### src/rtl/note_lane_renderer.sv
`default_nettype none
// ============================================================================
//  Module      : note_lane_renderer
//  Description : Scrolling buffer of note rows (one bit per lane). Each beat
//                rasterises the buffer to a VGA adapter, one pixel per clock,
//                then reports ready_for_song to the sequencer. Exposes the
//                bottom (hit-line) row to the scoring logic.
//                Optional macro DRAW_GRID_EN: paints the dx==0 / dy==0
//                pixels of every block white, giving a block grid.
//  Revision    : 1.0 - initial release
// ============================================================================
module note_lane_renderer #(
    parameter int NUM_LANES = 4,
    parameter int NUM_ROWS  = 8,
    parameter int BLOCK_W   = 8,
    parameter int BLOCK_H   = 8,
    parameter int X_ORIGIN  = 0,
    parameter int Y_ORIGIN  = 0,
    parameter int X_W       = 8,
    parameter int Y_W       = 7
) (
    input  logic                 clock,
    input  logic                 reset,
    input  logic                 game_enable,
    input  logic                 shift_song,
    input  logic                 beat_incremented,
    input  logic [NUM_LANES-1:0] note_in,
    output logic                 ready_for_song,
    output logic [X_W-1:0]       x,
    output logic [Y_W-1:0]       y,
    output logic [2:0]           colour,
    output logic                 plot,
    output logic [NUM_LANES-1:0] hit_row,
    output logic                 busy,
    output logic                 overrun
);

    localparam int ROW_W  = (NUM_ROWS  > 1) ? $clog2(NUM_ROWS)  : 1;
    localparam int LANE_W = (NUM_LANES > 1) ? $clog2(NUM_LANES) : 1;
    localparam int DX_W   = (BLOCK_W   > 1) ? $clog2(BLOCK_W)   : 1;
    localparam int DY_W   = (BLOCK_H   > 1) ? $clog2(BLOCK_H)   : 1;

    localparam logic [ROW_W-1:0]  C_ROW_LAST  = ROW_W'(NUM_ROWS - 1);
    localparam logic [LANE_W-1:0] C_LANE_LAST = LANE_W'(NUM_LANES - 1);
    localparam logic [DX_W-1:0]   C_DX_LAST   = DX_W'(BLOCK_W - 1);
    localparam logic [DY_W-1:0]   C_DY_LAST   = DY_W'(BLOCK_H - 1);

    typedef enum logic [1:0] {
        S_IDLE = 2'd0,
        S_DRAW = 2'd1,
        S_DONE = 2'd2
    } state_t;

    state_t                state_q, state_d;
    logic [NUM_LANES-1:0]  rows_q [NUM_ROWS];
    logic [NUM_LANES-1:0]  rows_d [NUM_ROWS];
    logic [ROW_W-1:0]      row_q, row_d;
    logic [LANE_W-1:0]     lane_q, lane_d;
    logic [DX_W-1:0]       dx_q, dx_d;
    logic [DY_W-1:0]       dy_q, dy_d;
    // Set once the final pixel has been issued; the draw then spends one
    // more cycle in S_DRAW while that last registered pixel is on the bus.
    logic                  done_q, done_d;
    logic [X_W-1:0]        x_q, x_d;
    logic [Y_W-1:0]        y_q, y_d;
    logic [2:0]            colour_q, colour_d;
    logic                  plot_q, plot_d;
    logic                  overrun_q, overrun_d;

    logic [X_W-1:0]        pix_x;
    logic [Y_W-1:0]        pix_y;
    logic [2:0]            pix_colour;
    logic                  note_bit;

    // Pixel address and colour for the current scan counters.
    always_comb begin
        pix_x    = X_W'(X_ORIGIN) + X_W'(lane_q) * X_W'(BLOCK_W) + X_W'(dx_q);
        pix_y    = Y_W'(Y_ORIGIN) + Y_W'(row_q) * Y_W'(BLOCK_H) + Y_W'(dy_q);
        note_bit = rows_q[row_q][lane_q];
        pix_colour = 3'b000;
        if (note_bit) begin
            case (lane_q)
                LANE_W'(0): pix_colour = 3'b100;
                LANE_W'(1): pix_colour = 3'b010;
                LANE_W'(2): pix_colour = 3'b001;
                default:    pix_colour = 3'b110;
            endcase
        end
`ifdef DRAW_GRID_EN
        if ((dx_q == '0) || (dy_q == '0)) begin
            pix_colour = 3'b111;
        end
`endif
    end

    // Next-state, buffer scroll, scan counter advance and pixel outputs.
    always_comb begin
        state_d   = state_q;
        rows_d    = rows_q;
        row_d     = row_q;
        lane_d    = lane_q;
        dx_d      = dx_q;
        dy_d      = dy_q;
        done_d    = done_q;
        x_d       = x_q;
        y_d       = y_q;
        colour_d  = colour_q;
        plot_d    = 1'b0;
        overrun_d = overrun_q;

        case (state_q)
            S_IDLE: begin
                // Shift lands before a same-cycle draw start, so the draw
                // reads the post-shift buffer.
                if (shift_song) begin
                    for (int r = NUM_ROWS - 1; r >= 1; r--) begin
                        rows_d[r] = rows_q[r-1];
                    end
                    rows_d[0] = note_in;
                end
                if (beat_incremented) begin
                    state_d = S_DRAW;
                    row_d   = '0;
                    lane_d  = '0;
                    dx_d    = '0;
                    dy_d    = '0;
                    done_d  = 1'b0;
                end
            end
            S_DRAW: begin
                if (shift_song || beat_incremented) begin
                    overrun_d = 1'b1;
                end
                if (!done_q) begin
                    plot_d   = 1'b1;
                    x_d      = pix_x;
                    y_d      = pix_y;
                    colour_d = pix_colour;
                    if (dx_q != C_DX_LAST) begin
                        dx_d = dx_q + DX_W'(1);
                    end else begin
                        dx_d = '0;
                        if (dy_q != C_DY_LAST) begin
                            dy_d = dy_q + DY_W'(1);
                        end else begin
                            dy_d = '0;
                            if (lane_q != C_LANE_LAST) begin
                                lane_d = lane_q + LANE_W'(1);
                            end else begin
                                lane_d = '0;
                                if (row_q != C_ROW_LAST) begin
                                    row_d = row_q + ROW_W'(1);
                                end else begin
                                    row_d  = '0;
                                    done_d = 1'b1;
                                end
                            end
                        end
                    end
                end else begin
                    state_d = S_DONE;
                end
            end
            S_DONE: begin
                if (shift_song || beat_incremented) begin
                    overrun_d = 1'b1;
                end
                state_d = S_IDLE;
            end
            default: begin
                state_d = S_IDLE;
            end
        endcase
    end

    // State, buffer, counters and registered pixel outputs.
    always_ff @(posedge clock) begin
        if (reset) begin
            state_q   <= S_IDLE;
            for (int r = 0; r < NUM_ROWS; r++) begin
                rows_q[r] <= '0;
            end
            row_q     <= '0;
            lane_q    <= '0;
            dx_q      <= '0;
            dy_q      <= '0;
            done_q    <= 1'b0;
            x_q       <= '0;
            y_q       <= '0;
            colour_q  <= 3'b000;
            plot_q    <= 1'b0;
            overrun_q <= 1'b0;
        end else begin
            state_q   <= state_d;
            rows_q    <= rows_d;
            row_q     <= row_d;
            lane_q    <= lane_d;
            dx_q      <= dx_d;
            dy_q      <= dy_d;
            done_q    <= done_d;
            x_q       <= x_d;
            y_q       <= y_d;
            colour_q  <= colour_d;
            plot_q    <= plot_d;
            overrun_q <= overrun_d;
        end
    end

    assign ready_for_song = game_enable & (state_q == S_IDLE) & ~reset;
    assign busy           = (state_q != S_IDLE);
    assign hit_row        = rows_q[NUM_ROWS-1];
    assign x              = x_q;
    assign y              = y_q;
    assign colour         = colour_q;
    assign plot           = plot_q;
    assign overrun        = overrun_q;

endmodule
`default_nettype wire

### config.mk
export PLATFORM = sky130hd
export DESIGN_NAME = note_lane_renderer
export DESIGN_NICKNAME = d
export VERILOG_FILES = /design/src/rtl/note_lane_renderer.sv
export SDC_FILE = /design/constraint.sdc
export NUM_CORES = 1
export LEC_CHECK = 0
export ABC_AREA = 1
export BUFFER_PORTS_ARGS = -buffer_cell sky130_fd_sc_hd__buf_2
export CORE_MARGIN = 8
export CORE_UTILIZATION = 50
export CTS_CLUSTER_DIAMETER = 50
export CTS_CLUSTER_SIZE = 12
export DETAILED_ROUTE_END_ITERATION = 16
export GPL_TIMING_DRIVEN = 0
export PLACE_DENSITY = 0.79
export RECOVER_POWER = 100
export SLEW_MARGIN = 20
export SYNTH_ARGS = -nofsm -noshare
export SYNTH_HDL_FRONTEND = slang
export SYNTH_SLANG_ARGS = --single-unit
### constraint.sdc
create_clock -name clock -period 1.55 [get_ports clock]
set_clock_uncertainty 0.1 [all_clocks]
set_input_delay 0.155 -clock clock [delete_from_list [all_inputs] [get_ports clock]]
set_output_delay 0.155 -clock clock [all_outputs]
set_load 0.02 [all_outputs]
==> flow_metrics.tcl <==
set metrics [dict create \
    status "finished with violations" \
    violations "negative setup slack" \
    drt_wl_total_mm 7.45 \
    yosysUniqueCellTypes 29 \
    cts_sinks 62 \
    ios 35 \
    clk_latency_ns 0.34 \
    crit_path_max_fanout 10 \
    antenna_cells 0 \
    rsz0062_at_grt "true" \
    max-cap-violations 0 \
    port_buffers 29 \
    die_area_um2 8400 \
    hold_slack_ns 0.0219 \
    grt_pass1_wl_mm 11.5 \
    period_share_pct 104 \
    drc 0 \
    cp-end-kind "flop" \
    fp.dieH_um 91.6 \
    synth_top_area_share_pct 43.4 \
    setup.worst_path.class "flop to flop" \
    post-route-min-period_ns 1.62 \
    cts_buffers 9 \
    dp_cells 489 \
    yosys-top-cells-area "dfxtp_1, nor2_1, o21ai_0, nand2_1, ha_1" \
    tightest_slew_ns 0.538 \
    synth_cells 385 \
    reg2reg_slack_ns -0.07 \
    cts_buffer_depth 2 \
    num_vias 2768 \
    synth_top_area_cell "dfxtp_1" \
    setup_viol 9 \
    syn_avg_cell_area_um2 7.43 \
    path_clk_slew_ns 0.07 \
    post_drt_via_cell_ratio 5.34 \
    hold_violations 0 \
    ys_warn_count 0 \
    core_um2 5510 \
    grt_usage_pct 16.7 \
    mostFrequentLayoutCells "nor2_1, dfxtp_1, nand2_1, o21ai_0" \
    path_buf_inv 5 \
    slew_viol_final 0 \
    dp_hpwl_mm 4.59 \
    synthToLayoutAreaGrowth_pct 27.0 \
    ant_nets 0 \
    p_leak_nw 1.58 \
    syn_area_um2 2860 \
    drtIter0Drc 345 \
    required_ns 1.74 \
    start_util_pct 51.9 \
    powerDensity_nw_per_um2 2150 \
    ys_ff_latch 62 \
    start_kind "flop" \
    cpPeakStageDelay_ns 0.33 \
    yosysSeqAreaShare_pct 43.4 \
    layout_setup_ws_ns -0.0659 \
    overflow 0 \
    cp.arrival_ns 1.80 \
    hold_path_depth 2 \
    ir_drop_uv 1220 \
    cpMostUsedCell "inv_2" \
    wire_per_inst_um 14.4 \
    grt_start_max_net_pins 11 \
    crit_family "buffers and inverters" \
    drive_above_1_share_pct 24.0 \
    dr.pass1.iters 5 \
    relSlewSlack_pct 64.2 \
    timing.rr.start "state_q[1]" \
    grt_pass1_vias 2472 \
    finalNonFillerCells 518 \
    reg2reg_depth 9 \
    dieWidth_um 91.6 \
    crit_path_top_delay_cell "dfxtp_2" \
    std_cell_rows 27 \
    root_buffer "clkbuf_8" \
    min_to "row_q[1]" \
    clock.fmax_mhz 619 \
    antenna_found_initial 0 \
    cts_tree "built" \
    min_from "reset" \
    crit_start "state_q[1]" \
    fin_nets 462 \
    htree_levels 3 \
    path_cells "inv_2, ha_4, inv_6, nor2_1, inv_2, buf_4, a21oi_1, o21ai_1, inv_1" \
    routabilityCongestion 0.854 \
    hp-class "input port to flop" \
    r2r-end "state_q[0]" \
    final_common_cell "nor2_1" \
]
power breakdown:
part           switching (W)  internal (W)
registers           0.000370       0.00208
clock network       0.000613       0.00104
logic                0.00232       0.00140
total                0.00330       0.00452
synthesized netlist by cell type, drive strengths merged:
master / n
nor2: 84
conb: 1
inv: 22
nor3: 2
nand3: 32
buf: 19
nand4: 1
clkbuf: 9
ha: 12
o21ai: 48
a211oi: 6
nand2: 61
clkinv: 1
dfxtp: 62
or2: 1
a31oi: 3
a21oi: 21
state kept, by name (all words and copies together), names as in the netlist, 3 cells and up:
signal   flops
rows_q      28
x            5
dx_q         3
dy_q         3
colour       3
y            6
row_q        3
hit_row      4
layer usage:
| layer | part of all wire, % | up-vias | track usage (%) | wire, um |
|---|---|---|---|---|
| met4 | 2.6 | 0 | 9.00 | 197 |
| met5 | 0 | - | 0 | 0 |
| met2 | 47 | 136 | 27.4 | 3470 |
| li1 | - | 1353 | - | - |
| met3 | 7.2 | 21 | 3.75 | 539 |
| met1 | 43 | 1258 | 19.8 | 3240 |
cell type report:
| cell class | count | area [um^2] |
|---|---|---|
| Buffer | 28 | 210 |
| Clock buffer | 13 | 169 |
| Clock inverter | 3 | 65.1 |
| Fill cell | 438 | 1870 |
| Inverter | 23 | 106 |
| Multi-Input combinational cell | 275 | 1500 |
| Sequential cell | 62 | 1250 |
| Tap cell | 72 | 90.1 |
| Timing Repair Buffer | 42 | 248 |
how the worst max path moves through the flow:
stage                             to  slack (ns)  cells past startpoint
after floorplan           state_q[0]        0.02                      8
after global placement      row_q[1]       -0.07                      8
after detailed placement    row_q[1]       -0.11                      8
after CTS                   row_q[0]       0.006                      9
after global routing       colour[1]       -0.14                      9
final                     state_q[0]       -0.07                      9
through the flow:
step / instance area (um^2) / power [W] / utilization (%) / setup TNS (ns) / setup slack [ns]
final: 3630 / 0.00782 / 66.0 / -0.249 / -0.0659
after global placement: 3110 / 0.00534 / 56.4 / -0.368 / -0.0695
after detailed placement: 3110 / 0.00543 / 56.4 / -1.44 / -0.107
after global routing: 3630 / 0.00833 / 66.0 / -1.70 / -0.145
after floorplan: 2870 / 0.00463 / - / 0 / 0.0245
after CTS: 3470 / 0.00732 / 63.0 / 0 / 0.00605
logic make-up (layout without fill, tap and decap cells):
kind of cell / count (synthesis) / count (layout) / synth area share (%)
AO/OA/AOI/OAI: 78 / 78 / 14.4
adder cells (fa/ha/maj): 12 / 12 / 5.25
buffers and inverters: 51 / 109 / 9.75
flip-flops: 62 / 62 / 43.4
other: 1 / 4 / 0.131
AND/OR/NAND/NOR: 181 / 181 / 27.0
repair_timing:
item / 4_1_cts / 5_1_grt
resized for setup: 18 / 47
hold buffers: 4 / 0
cloned: 0 / 0
pin swaps: 3 / 8
buffers inserted: 4 / 5
endpoints found under the setup margin: 47 / 54
hold endpoints to repair: 4 / 0
(Power assumes the default switching activity.)
